**src/rtl/ball_motion.sv**
```systemverilog
// Breakout ball: per-frame motion with wall/paddle/brick bounces, loss detection and a registered pixel mask.
// Optional BALL_SPEEDUP_EN: speed rises by one every 4th paddle bounce, saturating at MAX_SPEED.
module ball_motion #(
  parameter int unsigned SCREEN_W  = 640,
  parameter int unsigned SCREEN_H  = 480,
  parameter int unsigned BALL_SIZE = 8,
  parameter int unsigned START_X   = 316,
  parameter int unsigned START_Y   = 440,
  parameter int unsigned PADDLE_Y  = 464,
  parameter int unsigned PADDLE_W  = 64,
  parameter int unsigned SPEED     = 2,
  parameter int unsigned MAX_SPEED = 5
) (
  input  logic       clk,
  input  logic       nRst,
  input  logic [9:0] hpos,
  input  logic [8:0] vpos,
  input  logic       active,
  input  logic       frame_pulse,
  input  logic [9:0] paddle_x,
  input  logic       launch,
  input  logic       brick_hit,
  output logic [9:0] ball_x,
  output logic [8:0] ball_y,
  output logic       ball_pixel,
  output logic       ball_lost
);

  localparam int unsigned XW = 10;
  localparam int unsigned YW = 9;
  localparam int unsigned CW = 11;
  localparam int unsigned SW = $clog2(((SPEED > MAX_SPEED) ? SPEED : MAX_SPEED) + 1);

  localparam logic [CW-1:0] C_BS    = CW'(BALL_SIZE);
  localparam logic [CW-1:0] C_X_MAX = CW'(SCREEN_W - BALL_SIZE);
  localparam logic [CW-1:0] C_Y_MAX = CW'(SCREEN_H - BALL_SIZE);
  localparam logic [CW-1:0] C_PY    = CW'(PADDLE_Y);
  localparam logic [CW-1:0] C_PW    = CW'(PADDLE_W);

  typedef enum logic [1:0] {
    S_IDLE   = 2'd0,
    S_MOVING = 2'd1,
    S_LOST   = 2'd2
  } state_t;

  state_t          r_state, w_state_nxt;
  logic [XW-1:0]   r_ball_x, w_x_nxt;
  logic [YW-1:0]   r_ball_y, w_y_nxt;
  logic            r_dx_pos, w_dx_pos_nxt;
  logic            r_dy_up, w_dy_up_nxt;
  logic            r_hit_pending, w_hit_nxt;
  logic            r_ball_pixel, w_pix_nxt;
  logic            r_ball_lost, w_lost_nxt;

  logic [SW-1:0]   w_speed;
  logic [CW-1:0]   w_x, w_y, w_s, w_px;
  logic            w_dy_up_eff;
  logic            w_paddle_hit;

  assign w_x  = CW'(r_ball_x);
  assign w_y  = CW'(r_ball_y);
  assign w_s  = CW'(w_speed);
  assign w_px = CW'(paddle_x);

  // Direction used by this frame's update: a pending brick hit flips it first
  assign w_dy_up_eff = r_dy_up ^ (r_hit_pending | brick_hit);

  assign w_paddle_hit = (w_y + C_BS <= C_PY) && (w_y + C_BS + w_s >= C_PY) &&
                        (w_x + C_BS > w_px) && (w_x < w_px + C_PW);

  assign w_pix_nxt = active && (r_state != S_LOST) &&
                     (CW'(hpos) >= w_x) && (CW'(hpos) < w_x + C_BS) &&
                     (CW'(vpos) >= w_y) && (CW'(vpos) < w_y + C_BS);

`ifdef BALL_SPEEDUP_EN
  logic [SW-1:0] r_speed, w_speed_nxt;
  logic [1:0]    r_hit_cnt, w_cnt_nxt;

  assign w_speed = r_speed;

  // Count paddle bounces; every 4th one bumps the speed up to the ceiling
  always_comb begin
    w_speed_nxt = r_speed;
    w_cnt_nxt   = r_hit_cnt;
    if ((r_state == S_IDLE) && launch) begin
      w_speed_nxt = SW'(SPEED);
      w_cnt_nxt   = 2'd0;
    end else if ((r_state == S_MOVING) && frame_pulse && !w_dy_up_eff && w_paddle_hit) begin
      w_cnt_nxt = r_hit_cnt + 2'd1;
      if ((r_hit_cnt == 2'd3) && (r_speed < SW'(MAX_SPEED))) begin
        w_speed_nxt = r_speed + SW'(1);
      end
    end
  end
`else
  assign w_speed = SW'(SPEED);
`endif

  always_ff @(posedge clk) begin
    if (!nRst) begin
      r_state       <= S_IDLE;
      r_ball_x      <= XW'(START_X);
      r_ball_y      <= YW'(START_Y);
      r_dx_pos      <= 1'b1;
      r_dy_up       <= 1'b1;
      r_hit_pending <= 1'b0;
      r_ball_pixel  <= 1'b0;
      r_ball_lost   <= 1'b0;
`ifdef BALL_SPEEDUP_EN
      r_speed       <= SW'(SPEED);
      r_hit_cnt     <= 2'd0;
`endif
    end else begin
      r_state       <= w_state_nxt;
      r_ball_x      <= w_x_nxt;
      r_ball_y      <= w_y_nxt;
      r_dx_pos      <= w_dx_pos_nxt;
      r_dy_up       <= w_dy_up_nxt;
      r_hit_pending <= w_hit_nxt;
      r_ball_pixel  <= w_pix_nxt;
      r_ball_lost   <= w_lost_nxt;
`ifdef BALL_SPEEDUP_EN
      r_speed       <= w_speed_nxt;
      r_hit_cnt     <= w_cnt_nxt;
`endif
    end
  end

  // Next-state and per-frame motion
  always_comb begin
    w_state_nxt  = r_state;
    w_x_nxt      = r_ball_x;
    w_y_nxt      = r_ball_y;
    w_dx_pos_nxt = r_dx_pos;
    w_dy_up_nxt  = r_dy_up;
    w_hit_nxt    = r_hit_pending;
    w_lost_nxt   = 1'b0;

    unique case (r_state)
      S_IDLE: begin
        w_hit_nxt = 1'b0;
        if (launch) begin
          w_state_nxt  = S_MOVING;
          w_dx_pos_nxt = 1'b1;
          w_dy_up_nxt  = 1'b1;
        end
      end

      S_MOVING: begin
        if (frame_pulse) begin
          w_hit_nxt   = 1'b0;
          w_dy_up_nxt = w_dy_up_eff;

          if (!r_dx_pos && (w_x < w_s)) begin
            w_x_nxt      = '0;
            w_dx_pos_nxt = 1'b1;
          end else if (r_dx_pos && (w_x + w_s >= C_X_MAX)) begin
            w_x_nxt      = XW'(C_X_MAX);
            w_dx_pos_nxt = 1'b0;
          end else if (r_dx_pos) begin
            w_x_nxt = XW'(w_x + w_s);
          end else begin
            w_x_nxt = XW'(w_x - w_s);
          end

          if (w_dy_up_eff) begin
            if (w_y < w_s) begin
              w_y_nxt     = '0;
              w_dy_up_nxt = 1'b0;
            end else begin
              w_y_nxt = YW'(w_y - w_s);
            end
          end else if (w_paddle_hit) begin
            w_y_nxt     = YW'(C_PY - C_BS);
            w_dy_up_nxt = 1'b1;
          end else if (w_y + w_s >= C_Y_MAX) begin
            // Ball leaves the bottom: freeze where it was
            w_state_nxt  = S_LOST;
            w_lost_nxt   = 1'b1;
            w_x_nxt      = r_ball_x;
            w_y_nxt      = r_ball_y;
            w_dx_pos_nxt = r_dx_pos;
            w_dy_up_nxt  = r_dy_up;
          end else begin
            w_y_nxt = YW'(w_y + w_s);
          end
        end else if (brick_hit) begin
          w_hit_nxt = 1'b1;
        end
      end

      S_LOST: begin
        w_hit_nxt = 1'b0;
        if (frame_pulse) begin
          w_state_nxt  = S_IDLE;
          w_x_nxt      = XW'(START_X);
          w_y_nxt      = YW'(START_Y);
          w_dx_pos_nxt = 1'b1;
          w_dy_up_nxt  = 1'b1;
        end
      end

      default: begin
        w_state_nxt = S_IDLE;
        w_hit_nxt   = 1'b0;
      end
    endcase
  end

  assign ball_x     = r_ball_x;
  assign ball_y     = r_ball_y;
  assign ball_pixel = r_ball_pixel;
  assign ball_lost  = r_ball_lost;

endmodule

```
**config.mk**
```make
export PLATFORM = sky130hd
export DESIGN_NAME = ball_motion
export DESIGN_NICKNAME = d
export VERILOG_FILES = /design/src/rtl/ball_motion.sv
export SDC_FILE = /design/constraint.sdc
export NUM_CORES = 1
export LEC_CHECK = 0
export CAP_MARGIN = 10
export CORE_UTILIZATION = 60
export CTS_CLUSTER_SIZE = 20
export DETAILED_ROUTE_END_ITERATION = 16
export HOLD_SLACK_MARGIN = 0.03
export PLACE_DENSITY = 0.89
export SYNTH_ARGS = -nofsm -noshare
export SYNTH_HDL_FRONTEND = slang
export SYNTH_SLANG_ARGS = --single-unit
```
**constraint.sdc**
```tcl
create_clock -name clk -period 7.3 [get_ports clk]
set_input_delay 1.825 -clock clk [delete_from_list [all_inputs] [get_ports clk]]
set_output_delay 1.825 -clock clk [all_outputs]
set_load 0.05 [all_outputs]
```
==> impl_metrics.json <==
{
  "fmax_ghz": 0.187,
  "slowest_delay_ns": 0.57,
  "track_usage": 0.303,
  "grt_pass1_wl_um": 15200,
  "layout.nets": 586,
  "ys.flop_type": "dfxtp_1",
  "cts_resized": 0,
  "critPathSlowestCell": "or4_1",
  "route.detailed.drc": 0,
  "layout.cells.non_filler": 562,
  "antenna_found_initial": 0,
  "worst_pin_slew_ns": 0.776,
  "clk_latency_ns": 0.27,
  "critPathKind": "primary input to register",
  "min_period_over_period": 0.732,
  "drtPass1Iterations": 5,
  "p_clk_frac": 0.088,
  "slew_headroom": 0.479,
  "yosys-top-cells-count": "ha_1, inv_1, nor2_1, nand2_1",
  "gp_congestion": 0.944,
  "synth_seq_cells": 24,
  "yosys-top-cells-area": "ha_1, dfxtp_1, inv_1",
  "drt_iter0_markers": 359,
  "avgSynthCellArea_sq_um": 7.56,
  "status": "completed",
  "tns_ns": 0,
  "crit_path_start_kind": "primary input",
  "endpoint_kind": "register",
  "yosysTopAreaCell": "ha_1",
  "cp.arrival_ns": 5.50,
  "portBuffers": 51,
  "ys_warn_count": 0,
  "p_seq_frac": 0.218,
  "die_x_um": 77.8,
  "ios": 56,
  "num_rows": 27,
  "ant_nets": 0,
  "p_comb_frac": 0.694,
  "async_flop_share": 0,
  "wire_per_inst_um": 15.9,
  "hp-class": "register to register",
  "cp.required_ns": 7.46,
  "fin_worst_hold_slack_ns": 0.518,
  "synth_top_area_share": 0.218,
  "hold_depth": 2,
  "hold_buffers": 0,
  "max-cap-violations": 0,
  "yosysSeqAreaShare": 0.139,
  "grt-ovfl-total": 0,
  "hold_viol": 0,
  "diodes": 0,
  "synth_most_common_cell": "ha_1",
  "period_minus_slack_ns": 5.34,
  "numCtsBuffers": 3,
  "cp_cell_sequence": "clkdlybuf4s50_1 > ha_1 > xnor2_1 > ha_1 > a21o_1 > a21oi_1 > o21ai_0 > or4_1 > o41a_4 > a211oi_4 > o21ai_1 > a2bb2oi_1",
  "reg2reg_setup_slack_ns": 3.21,
  "ir_worst_vdd_v": 0.000244,
  "clkTransAtPathRegs_ns": 0.09,
  "htreeDepth": 1,
  "cp_max_fo": 10,
  "fp.dieArea_sq_um": 6050,
  "r2r_end": "ball_y[3]",
  "cts_sinks": 24,
  "setup_viol_count_final": 0,
  "whs_endpoint": "r_state[0]",
  "worst-path-buf-inv": 1,
  "final_max_slew_viol_count": 0,
  "r2r-start": "ball_x[3]",
  "synth_cells": 456,
  "synth-edff-count": 0,
  "switching_power_mw": 0.560,
  "r2r_cells": 12,
  "cts-root-buf": "clkbuf_8",
  "first_global_vias": 3325,
  "die_h_um": 77.8,
  "via_per_inst": 6.34,
  "ys_types": 69,
  "critPathMostFrequentCell": "ha_1",
  "start_util": 0.626,
  "internal-power_mw": 0.509,
  "post_cts_buffers": 0,
  "min_from": "r_state[0]",
  "area.growth.synth_to_final_pct": 15.6,
  "dp_hpwl_um": 7110,
  "grt_max_degree": 18,
  "wl_um": 8930,
  "cts.path.max_buffers": 2,
  "p_leak_nw": 1.77,
  "skew_ns": 0.00434,
  "dp.cells": 558,
  "power_mw": 1.07,
  "drive_above_1_share": 0.0347,
  "vias": 3561,
  "sw_frac_of_total": 0.524,
  "syn_area_sq_um": 3450,
  "core_area_sq_um": 5510,
  "power_density_nw_per_um2": 268,
  "rsz0062_at_grt": "false",
  "path_delay_family": "compound AO/OA/AOI/OAI gates",
  "cts_tree": "built"
}
==> worst reg2reg max path: cells and delay by family (launching register included) <==
kind,cells,cell delay (ns)
AND/OR/NAND/NOR,5,0.95
AO/OA/AOI/OAI,4,1.54
flip-flops,1,0.64
XOR/XNOR,1,0.24
adder cells (fa/ha/maj),2,0.62
==> power by group through the flow <==
stage	clock, mW	combinational, mW	sequential (mW)
2_1_floorplan	0	0.520	0.266
3_3_place_gp	0	0.708	0.232
3_5_place_dp	0	0.732	0.234
4_1_cts	0.0934	0.738	0.231
5_1_grt	0.0995	0.826	0.241
6_report	0.0945	0.741	0.233
==> worst max path at each step <==
stage / cells after the start / start / endpoint
finish: 12 / paddle_x[6] / ball_y[3]
global route: 12 / paddle_x[6] / ball_y[3]
CTS: 12 / paddle_x[6] / ball_y[3]
detailed placement: 12 / paddle_x[6] / ball_y[3]
floorplan: 13 / paddle_x[6] / ball_x[7]
global placement: 12 / paddle_x[6] / ball_y[3]
==> metrics by stage <==
step / util / cell area, sq um / setup WS (ns)
finish: 0.724 / 3990 / 1.96
detailed placement: 0.714 / 3930 / 1.72
CTS: 0.724 / 3990 / 2.01
global placement: 0.714 / 3930 / 1.80
global route: 0.724 / 3990 / 1.84
floorplan: - / 3450 / 2.52
==> routing by layer <==
layer / part of all wire / global-route usage / wire (um)
met1: 0.45 / 0.413 / 3970
met2: 0.47 / 0.506 / 4230
met3: 0.072 / 0.0306 / 643
met4: 0.0088 / 0.0717 / 79
met5: 0 / 0 / 0
==> state kept, by name, summed over array words and instances, names as in the netlist <==
signal,count
r_hit_pending,1
ball_pixel,1
ball_y,8
ball_x,9
r_dy_up,1
ball_lost,1
r_dx_pos,1
r_state,2
==> cell type report <==
cell class,count,area (sq um)
Timing Repair Buffer,51,510
Tap cell,72,90.1
Multi-Input combinational cell,365,2680
Sequential cell,24,480
Clock buffer,4,55.1
Inverter,46,173
Fill cell,454,1520
==> layout by cell type (no fill, tap or decap), types with 3 or more instances in the layout <==
master / n
o22ai_1: 6
nor2_1: 30
a21oi_1: 24
o211ai_1: 4
or3_1: 7
a211o_1: 4
or4_1: 3
mux2i_1: 3
dfxtp_1: 24
nor3_1: 20
xnor2_1: 18
a2bb2oi_1: 4
clkdlybuf4s50_1: 51
nand2_1: 29
a31oi_1: 4
a2111oi_0: 4
o31a_1: 3
inv_1: 42
a22oi_1: 6
nand4_1: 3
o21a_1: 8
nor4_1: 6
clkbuf_8: 4
inv_2: 3
and3_1: 4
a21boi_0: 4
o2111ai_1: 3
nand2b_1: 9
ha_1: 60
nand3_1: 22
a21o_1: 7
o21ai_0: 24
a211oi_1: 5
==> kinds of logic after synthesis <==
kind of cell / count (synthesis) / share of synthesized area
buffers and inverters: 68 / 0.0853
AO/OA/AOI/OAI: 131 / 0.267
other: 1 / 0.00109
adder cells (fa/ha/maj): 60 / 0.218
flip-flops: 24 / 0.139
XOR/XNOR: 20 / 0.0563
AND/OR/NAND/NOR: 149 / 0.224
multiplexers: 3 / 0.00871
No activity file was read; power rests on OpenSTA's default activity.
